==> src/rtl/mips_regfile_pkg.sv <==
// mips_regfile_pkg
// Shared types and sizing helpers for the parametrised MIPS register file.
//   rf_state_t : bulk-clear sequencer states (RF_IDLE, RF_CLEAR)
//   addr_w_f   : address width for a given register count
//   part_w_f   : display slice-select width for a given data/slice width
package mips_regfile_pkg;

    typedef enum logic {
        RF_IDLE  = 1'b0,
        RF_CLEAR = 1'b1
    } rf_state_t;

    function automatic int addr_w_f(input int depth);
        return (depth <= 2) ? 1 : $clog2(depth);
    endfunction

    // At least one bit even when the word is a single slice wide.
    function automatic int part_w_f(input int data_w, input int disp_w);
        int nparts;
        nparts = data_w / disp_w;
        return (nparts <= 1) ? 1 : $clog2(nparts);
    endfunction

endpackage

==> src/rtl/rf_clear_seq.sv <==
// rf_clear_seq
// Bulk-clear sequencer: once started, walks an index from 0 to DEPTH-1,
// asserting a clear-write strobe for one entry per clock.
// Ports:
//   CLK      in  clock (rising edge)
//   reset    in  asynchronous active-low reset
//   clr_req  in  start request, sampled while idle
//   clr_busy out high while clearing (registered)
//   clr_we   out clear-write strobe for entry clr_idx
//   clr_idx  out entry being cleared on the coming edge
module rf_clear_seq
    import mips_regfile_pkg::*;
#(
    parameter int DEPTH  = 32,
    parameter int ADDR_W = 5
) (
    input  logic              CLK,
    input  logic              reset,
    input  logic              clr_req,
    output logic              clr_busy,
    output logic              clr_we,
    output logic [ADDR_W-1:0] clr_idx
);

    localparam logic [ADDR_W-1:0] LAST_IDX = ADDR_W'(DEPTH - 1);

    rf_state_t         state_reg;
    logic [ADDR_W-1:0] idx_reg;
    logic              busy_reg;

    always_ff @(posedge CLK or negedge reset) begin
        if (!reset) begin
            state_reg <= RF_IDLE;
            idx_reg   <= '0;
            busy_reg  <= 1'b0;
        end else begin
            case (state_reg)
                RF_IDLE: begin
                    if (clr_req) begin
                        state_reg <= RF_CLEAR;
                        idx_reg   <= '0;
                        busy_reg  <= 1'b1;
                    end
                end
                RF_CLEAR: begin
                    // clr_req is deliberately ignored here; a request still
                    // high on the first idle edge starts a fresh clear.
                    if (idx_reg == LAST_IDX) begin
                        state_reg <= RF_IDLE;
                        idx_reg   <= '0;
                        busy_reg  <= 1'b0;
                    end else begin
                        idx_reg <= idx_reg + 1'b1;
                    end
                end
                default: begin
                    state_reg <= RF_IDLE;
                    idx_reg   <= '0;
                    busy_reg  <= 1'b0;
                end
            endcase
        end
    end

    assign clr_busy = busy_reg;
    assign clr_we   = busy_reg;
    assign clr_idx  = idx_reg;

endmodule

==> src/rtl/mips_regfile_p.sv <==
// mips_regfile_p
// Parametrised register file for the multicycle MIPS core.
// Ports:
//   CLK, reset            clock, asynchronous active-low reset
//   RegW, DR, Reg_In      CPU write port (entry 0 is read-only zero)
//   SR1, SR2              read addresses
//   ReadReg1, ReadReg2    registered read data (optional write-through)
//   in_en, in_val         switch injection into entry IN_REG
//   disp_sel, disp_part   display tap register / slice select
//   DisplayReg            combinational display slice
//   clr_req, clr_busy     bulk-clear request / in-progress flag
module mips_regfile_p
    import mips_regfile_pkg::*;
#(
    parameter  int DATA_W = 32,
    parameter  int DEPTH  = 32,
    parameter  int IN_REG = 1,
    parameter  int IN_W   = 3,
    parameter  int DISP_W = 16,
    parameter  int BYPASS = 1,
    localparam int ADDR_W = addr_w_f(DEPTH),
    localparam int NPART  = DATA_W / DISP_W,
    localparam int PART_W = part_w_f(DATA_W, DISP_W)
) (
    input  logic              CLK,
    input  logic              reset,
    input  logic              RegW,
    input  logic [ADDR_W-1:0] DR,
    input  logic [DATA_W-1:0] Reg_In,
    input  logic [ADDR_W-1:0] SR1,
    input  logic [ADDR_W-1:0] SR2,
    output logic [DATA_W-1:0] ReadReg1,
    output logic [DATA_W-1:0] ReadReg2,
    input  logic              in_en,
    input  logic [IN_W-1:0]   in_val,
    input  logic [ADDR_W-1:0] disp_sel,
    input  logic [PART_W-1:0] disp_part,
    output logic [DISP_W-1:0] DisplayReg,
    input  logic              clr_req,
    output logic              clr_busy
);

    localparam logic [ADDR_W-1:0] IN_ADDR = ADDR_W'(IN_REG);
    localparam int                NSLOT   = 1 << PART_W;

    logic [DATA_W-1:0] regs_reg  [DEPTH];
    logic [DATA_W-1:0] regs_next [DEPTH];
    logic [DATA_W-1:0] rd1_reg, rd2_reg;
    logic [DATA_W-1:0] rd1_next, rd2_next;

    logic              clr_we;
    logic [ADDR_W-1:0] clr_idx;
    logic              cpu_we;
    logic              inj_we;
    logic [DATA_W-1:0] inj_data;

    rf_clear_seq #(
        .DEPTH  (DEPTH),
        .ADDR_W (ADDR_W)
    ) u_clear (
        .CLK      (CLK),
        .reset    (reset),
        .clr_req  (clr_req),
        .clr_busy (clr_busy),
        .clr_we   (clr_we),
        .clr_idx  (clr_idx)
    );

    // Write sources only act while idle. A CPU write to the injection
    // register suppresses the injection so exactly one value lands there.
    assign inj_data = DATA_W'(in_val);
    assign cpu_we   = !clr_busy && RegW && (DR != '0);
    assign inj_we   = !clr_busy && in_en && !(cpu_we && (DR == IN_ADDR));

    always_comb begin
        regs_next = regs_reg;
        for (int i = 0; i < DEPTH; i++) begin
            if (clr_we && (clr_idx == ADDR_W'(i))) begin
                regs_next[i] = '0;
            end else if (cpu_we && (DR == ADDR_W'(i))) begin
                regs_next[i] = Reg_In;
            end else if (inj_we && (IN_ADDR == ADDR_W'(i))) begin
                regs_next[i] = inj_data;
            end
        end
        regs_next[0] = '0;
    end

    always_ff @(posedge CLK or negedge reset) begin
        if (!reset) begin
            for (int i = 0; i < DEPTH; i++) begin
                regs_reg[i] <= '0;
            end
        end else begin
            regs_reg <= regs_next;
        end
    end

    // Write-through: the CPU write is checked first because it already
    // has priority over injection on a shared index. Entry 0 never
    // forwards since neither write strobe can target it.
    always_comb begin
        rd1_next = regs_reg[SR1];
        rd2_next = regs_reg[SR2];
        if (BYPASS != 0) begin
            if (cpu_we && (DR == SR1)) begin
                rd1_next = Reg_In;
            end else if (inj_we && (IN_ADDR == SR1)) begin
                rd1_next = inj_data;
            end
            if (cpu_we && (DR == SR2)) begin
                rd2_next = Reg_In;
            end else if (inj_we && (IN_ADDR == SR2)) begin
                rd2_next = inj_data;
            end
        end
    end

    always_ff @(posedge CLK or negedge reset) begin
        if (!reset) begin
            rd1_reg <= '0;
            rd2_reg <= '0;
        end else if (clr_busy) begin
            rd1_reg <= '0;
            rd2_reg <= '0;
        end else begin
            rd1_reg <= rd1_next;
            rd2_reg <= rd2_next;
        end
    end

    assign ReadReg1 = rd1_reg;
    assign ReadReg2 = rd2_reg;

    // Display tap: slice table padded to a power of two so that
    // out-of-range selects fall on zero entries.
    logic [DATA_W-1:0] disp_word;
    logic [DISP_W-1:0] disp_slots [NSLOT];

    assign disp_word = regs_reg[disp_sel];

    generate
        for (genvar gi = 0; gi < NSLOT; gi++) begin : g_disp
            if (gi < NPART) begin : g_live
                assign disp_slots[gi] = disp_word[gi*DISP_W +: DISP_W];
            end else begin : g_pad
                assign disp_slots[gi] = '0;
            end
        end
    endgenerate

    assign DisplayReg = disp_slots[disp_part];

endmodule

==> config.mk <==
export PLATFORM = sky130hd
export DESIGN_NAME = mips_regfile_p
export DESIGN_NICKNAME = d
export VERILOG_FILES = /design/src/rtl/mips_regfile_pkg.sv /design/src/rtl/rf_clear_seq.sv /design/src/rtl/mips_regfile_p.sv
export SDC_FILE = /design/constraint.sdc
export NUM_CORES = 2
export LEC_CHECK = 0
export CAP_MARGIN = 25
export CORE_MARGIN = 2
export CORE_UTILIZATION = 50
export CTS_CLUSTER_SIZE = 8
export DETAILED_ROUTE_END_ITERATION = 8
export MAX_ROUTING_LAYER = met4
export PLACE_DENSITY = 0.73
export SLEW_MARGIN = 10
export SYNTH_ARGS = -nofsm -noshare
export SYNTH_HDL_FRONTEND = slang
export SYNTH_SLANG_ARGS = --single-unit
==> constraint.sdc <==
create_clock -name CLK -period 7.93 [get_ports CLK]
set_clock_uncertainty 0.15 [all_clocks]
set_input_delay 1.586 -clock CLK [delete_from_list [all_inputs] [get_ports CLK]]
set_output_delay 1.586 -clock CLK [all_outputs]
set_load 0.01 [all_outputs]
[After elaboration in Yosys (flattened, before gate mapping)]
Index checks and enable logic that the tools add are counted.
Word-level totals
  flip-flop bits (word level): 1063
  bits of input ports: 61
  output and inout port bits: 81
  logic and storage cells: 309
Operators by class
  $add $sub $neg: 1
  magnitude comparators: 4
  equality and inequality tests: 68
  muxes and demuxes: 90
  bitwise operators: 5
  reductions and logical operators: 105
Operators with widths (number)
  2-to-1 mux 32 bit: 75
  binary-select mux 32 bit (select 5 bit): 3
  == test 5 bit, second input constant: 32
  == test 5 x 4 -> 1 bit, second input constant: 16
  logical AND 1 bit: 70
  nonzero test 2 bit: 30
  2-to-1 mux 16 bit: 3
  == test 5 x 3 -> 1 bit, second input constant: 8
  == test 5 x 2 -> 1 bit, second input constant: 4
  greater-or-equal comparator 6 bit, second input constant: 3
  inverter 5 -> 6 bit: 3
  == test 1 x 5 -> 1 bit, first input constant: 2
  == test 5 x 1 -> 1 bit, second input constant: 2
  == test 5 bit: 2
  2-to-1 mux 5 bit: 2
  case mux 5 bit (2 select lines): 1
  adder 5 x 1 -> 5 bit, second input constant: 1
  nonzero test 5 bit: 1
  2-to-1 mux 1 bit: 4
  inequality test 2 bit, second input constant: 2
  case mux 1 bit (2 select lines): 2
  nonzero test 3 bit: 1
  greater-or-equal comparator 2 bit, second input constant: 1
  logical NOT 1 bit: 2
  other kinds (3): 3

[Longest topological paths before layout]
  depth in word-level cells: 10
  depth in mapped cells: 11
  depth with buffers taken out: 8

[Cells and area by module]
Synthesis repeated with hierarchy kept, for this count alone.
Second synthesis, totals
  cells, all modules: 4920
  area total of the unflattened synthesis: 62891.6 um2
Modules (own cells, without submodules)
  mips_regfile_p: instances 1, cells each 4888, area an instance 62550.0 um2, seq. area each 26425.3 um2
  rf_clear_seq: instances 1, cells each 32, area an instance 341.6 um2, seq. area each 175.2 um2

[Worst setup path before layout]
Ideal clock, no wire load.
  kind: in2out
  start point: in disp_sel[1]
  end point: out DisplayReg[8]
  data arrival time: 3364 ps
  required time: 6194 ps
  slack: 2830 ps
  stages: 7
  path buffers: 3
  cell sequence: buf_4 buf_4 clkbuf_1 mux4_2 mux4_2 a211oi_1 nand2_1
Between the ends
  longest elaborated chain between the ends: 7
RTL lines
  start, declared: RTL line mips_regfile_p.sv:36  | input logic [ADDR_W-1:0] disp_sel,
  inverter 5 -> 6 bit (implied by the code): RTL line mips_regfile_p.sv:140  | assign disp_word = regs_reg[disp_sel];
  binary-select mux 32 bit (select 5 bit): RTL line mips_regfile_p.sv:140
  2-to-1 mux 32 bit (implied by the code) (2 in a row): RTL line mips_regfile_p.sv:140
  2-to-1 mux 16 bit (implied by the code) (3 in a row): RTL line mips_regfile_p.sv:152  | assign DisplayReg = disp_slots[disp_part];
  end, declared: RTL line mips_regfile_p.sv:38  | output logic [DISP_W-1:0] DisplayReg,
No other way between the ends. The select of a mux whose other input is x is not followed.

[Worst setup path in the final report]
  start point: in disp_part
  end point: out DisplayReg[11]
Between the ends
  longest elaborated chain between the ends: 4
RTL lines
  start, declared: RTL line mips_regfile_p.sv:37  | input logic [PART_W-1:0] disp_part,
  inverter 1 -> 2 bit (implied by the code): RTL line mips_regfile_p.sv:152
  2-to-1 mux 16 bit (implied by the code) (3 in a row): RTL line mips_regfile_p.sv:152
No other way between the ends. The select of a mux whose other input is x is not followed.

==> results.py <==
metrics = {
    "floorplan": {
        "dieArea_sq_mm": 0.128,
        "start_util": 0.506,
        "top_level_ports": 142,
        "core_area_sq_mm": 0.124,
        "die_y_um": 358,
        "die_w_um": 358,
        "rows": 129,
    },
    "power_and_ir_drop": {
        "peakVddDrop_uv": 267,
        "power_mw": 17.2,
        "power_density_mw_per_mm2": 246,
        "leakage_nw": 29.8,
    },
    "timing": {
        "min_period_ns": 7.94,
        "relSlewSlack": 0.157,
        "worstMarginPinSlew_ns": 1.25,
        "layout_setup_ws_ns": -0.00692,
        "finalMaxSlewViolations": 0,
        "min_period_over_period": 1.00,
        "fin_tns_setup_ns": -0.00692,
        "timing.fmax_mhz": 126,
        "setup_viol": 1,
        "rsz0062_at_grt": "false",
        "hold_viol": 0,
    },
    "final_layout": {
        "largest_register_ff_count": 992,
        "fillerInstances": 9745,
        "ff_latch_area_sq_mm": 0.0266,
        "drive_above_1_share": 0.265,
        "stdcell_area_sq_mm": 0.0702,
        "final_common_cell": "dfrtp_1",
        "fin_nets": 4915,
        "stdcell_count": 6518,
        "multi_input_area_sq_mm": 0.0341,
        "mostFrequentLayoutCells": "1063 x dfrtp_1, 925 x a22o_1, 600 x mux4_2",
        "area_growth_pct": 11.8,
    },
    "critical_path": {
        "startpoint": "disp_part",
        "crit_required_ns": 6.19,
        "cp_slowest_stage_delay_ns": 0.96,
        "crit_fanout": 13,
        "crit_slowest_cell": "a2111oi_0",
        "startpoint_type": "input pin",
        "crit_end": "DisplayReg[11]",
        "timing.rr.start": "u_clear.clr_busy",
        "crit_type": "input pin to output pin",
        "crit_arrival_ns": 6.20,
        "path_cells": "clkdlybuf4s50_1 > nand2_1 > a211oi_1 > a2111oi_0 > o21ai_0 > a2bb2oi_1 > clkdlybuf4s50_1",
        "end_kind": "output pin",
        "crit_top_cell": "clkdlybuf4s50_1",
        "r2r_setup_slack_ns": 3.59,
        "reg2reg_to": "ReadReg1[16]",
        "r2r_cells": 7,
    },
    "cts": {
        "clk_latency_ns": 0.83,
        "clock_tree.root_cell": "clkbuf_16",
        "cts_sinks": 1063,
        "cts-resized-gates": 0,
        "cts_tree": "built",
        "path_clk_slew_ns": 0.05,
        "htree_levels": 4,
        "cts_buffer_depth": 3,
        "ctsHoldBuffers": 0,
        "cts_setup_buffers": 0,
        "cts_buffers": 152,
    },
    "detailed_routing": {
        "firstDrtPassIters": 9,
        "finalWirelength_um": 256000,
        "vias": 53300,
        "drt_iter0_markers": 9305,
        "drc_errors": 10,
        "ant_nets": 0,
        "wl_per_cell_um": 39.3,
        "via_per_inst": 8.18,
    },
    "yosys": {
        "synth-compound-area-share": 0.199,
        "synth_xor_area_frac": 0.00140,
        "synthMuxAreaShare": 0.286,
        "yosys-top-cells-area": "dfrtp_1 42%, mux4_2 22%, a22o_1 13%",
        "synth_top_family_by_area": "multiplexers",
        "synthArstFlopShare": 1.00,
        "synthAdderAreaFrac": 0.00120,
        "avgSynthCellArea_sq_um": 12.6,
        "ys.flop_type": "dfrtp_1",
        "yosysSeqAreaShare": 0.424,
        "synth_largest_area_cell": "dfrtp_1",
        "yosys.area.top_type_share": 0.424,
        "synth_nets": 5061,
        "yosysWarnings": 0,
        "synth_edf_count": 0,
        "syn_area_sq_mm": 0.0628,
        "synthSimpleGateAreaFrac": 0.0458,
        "yosys_register_bits": 1063,
        "synthCells": 4994,
        "ys_types": 55,
    },
    "placement": {
        "dp_slack_ns": 0.489,
        "place_congestion": 0.991,
        "port_buffers": 141,
        "dp.cells": 6325,
        "hpwl_um": 145000,
        "place_area_sq_mm": 0.0659,
    },
    "grt": {
        "grt_pass1_wl_um": 370000,
        "grt_util_all_layers": 0.412,
        "gr-total-overflow": 0,
        "grt_max_degree": 176,
        "grt_pass1_vias": 52700,
        "antenna_found_initial": 10,
    },
    "job": {
        "maxCapViolations": 0,
    },
    "outcome": {
        "outcome": "complete, but fails checks",
        "failed_checks": "DRC, setup timing",
    },
    "worst_hold_path": {
        "hold_path.class": "register to register",
    },
}
kinds of logic (layout without fill, tap and decap cells):
| logic type | Yosys count | count (layout) |
|---|---|---|
| adder cells (fa/ha/maj) | 6 | 6 |
| buffers and inverters | 647 | 522 |
| XOR/XNOR | 10 | 10 |
| flip-flops | 1063 | 1063 |
| other | 0 | 12 |
| multiplexers | 1014 | 1014 |
| AND/OR/NAND/NOR | 650 | 650 |
| AO/OA/AOI/OAI | 1604 | 1604 |
per-stage QoR:
stage,hold slack [ns],util
detailed placement,0.368,0.531
finish,0.384,0.565
floorplan,0.343,-
global placement,0.362,0.531
global route,0.394,0.565
CTS,0.384,0.564
layer usage:
| metal | part of all wire | up-vias | track usage |
|---|---|---|---|
| li1 | - | 19600 | - |
| met1 | 0.33 | 26600 | 0.493 |
| met2 | 0.41 | 5612 | 0.539 |
| met3 | 0.18 | 1496 | 0.204 |
| met4 | 0.084 | 0 | 0.284 |
| met5 | 0 | - | - |
synth_stat cells (all sizes together), types with 2 or more instances:
cell type	count
o31ai	8
a2bb2oi	12
nor2b	41
and2	9
nand3	37
a211oi	24
a22o	925
dfrtp	1063
a2111oi	19
or3	2
inv	9
nor3	49
a311oi	3
mux2i	192
mux4	600
nand2	296
a21oi	216
a221oi	64
xnor2	8
nand2b	48
ha	6
clkbuf	457
or3b	2
o22ai	58
mux2	222
nor2	153
or2	7
a211o	14
o211ai	31
o21ai	108
a22oi	86
buf	181
o221ai	31
xor2	2
nand3b	2
final cells by class:
cell class,count,area share
well taps,1637,0.0292
repair buffers,338,0.0455
clock inverters,13,0.00325
flip-flops and latches,1063,0.379
inverters,9,0.000481
multi-input cells,3284,0.486
clock buffers,162,0.0561
diodes,12,0.000428
worst max-delay path: cells and delay by family:
kind,cells,cell delay [ns]
buffers and inverters,2,1.39
AO/OA/AOI/OAI,4,2.50
AND/OR/NAND/NOR,1,0.71
power breakdown:
part,total [mW],internal [mW],switching (mW)
Clock,6.03,3.52,2.51
Sequential,7.08,6.21,0.867
Combinational,4.13,1.92,2.21
worst min path at each step:
stage                        startpoint       endpoint  slack, ns  cells past startpoint
after CTS                 regs_reg[562]  regs_reg[562]       0.38                      1
final                      regs_reg[89]   regs_reg[89]       0.38                      1
after detailed placement   regs_reg[86]   regs_reg[86]       0.37                      1
after global placement     regs_reg[49]   regs_reg[49]       0.36                      1
after floorplan           regs_reg[896]  regs_reg[896]       0.34                      1
after global routing       regs_reg[89]   regs_reg[89]       0.39                      1
Power figures use the tool's default switching activity.
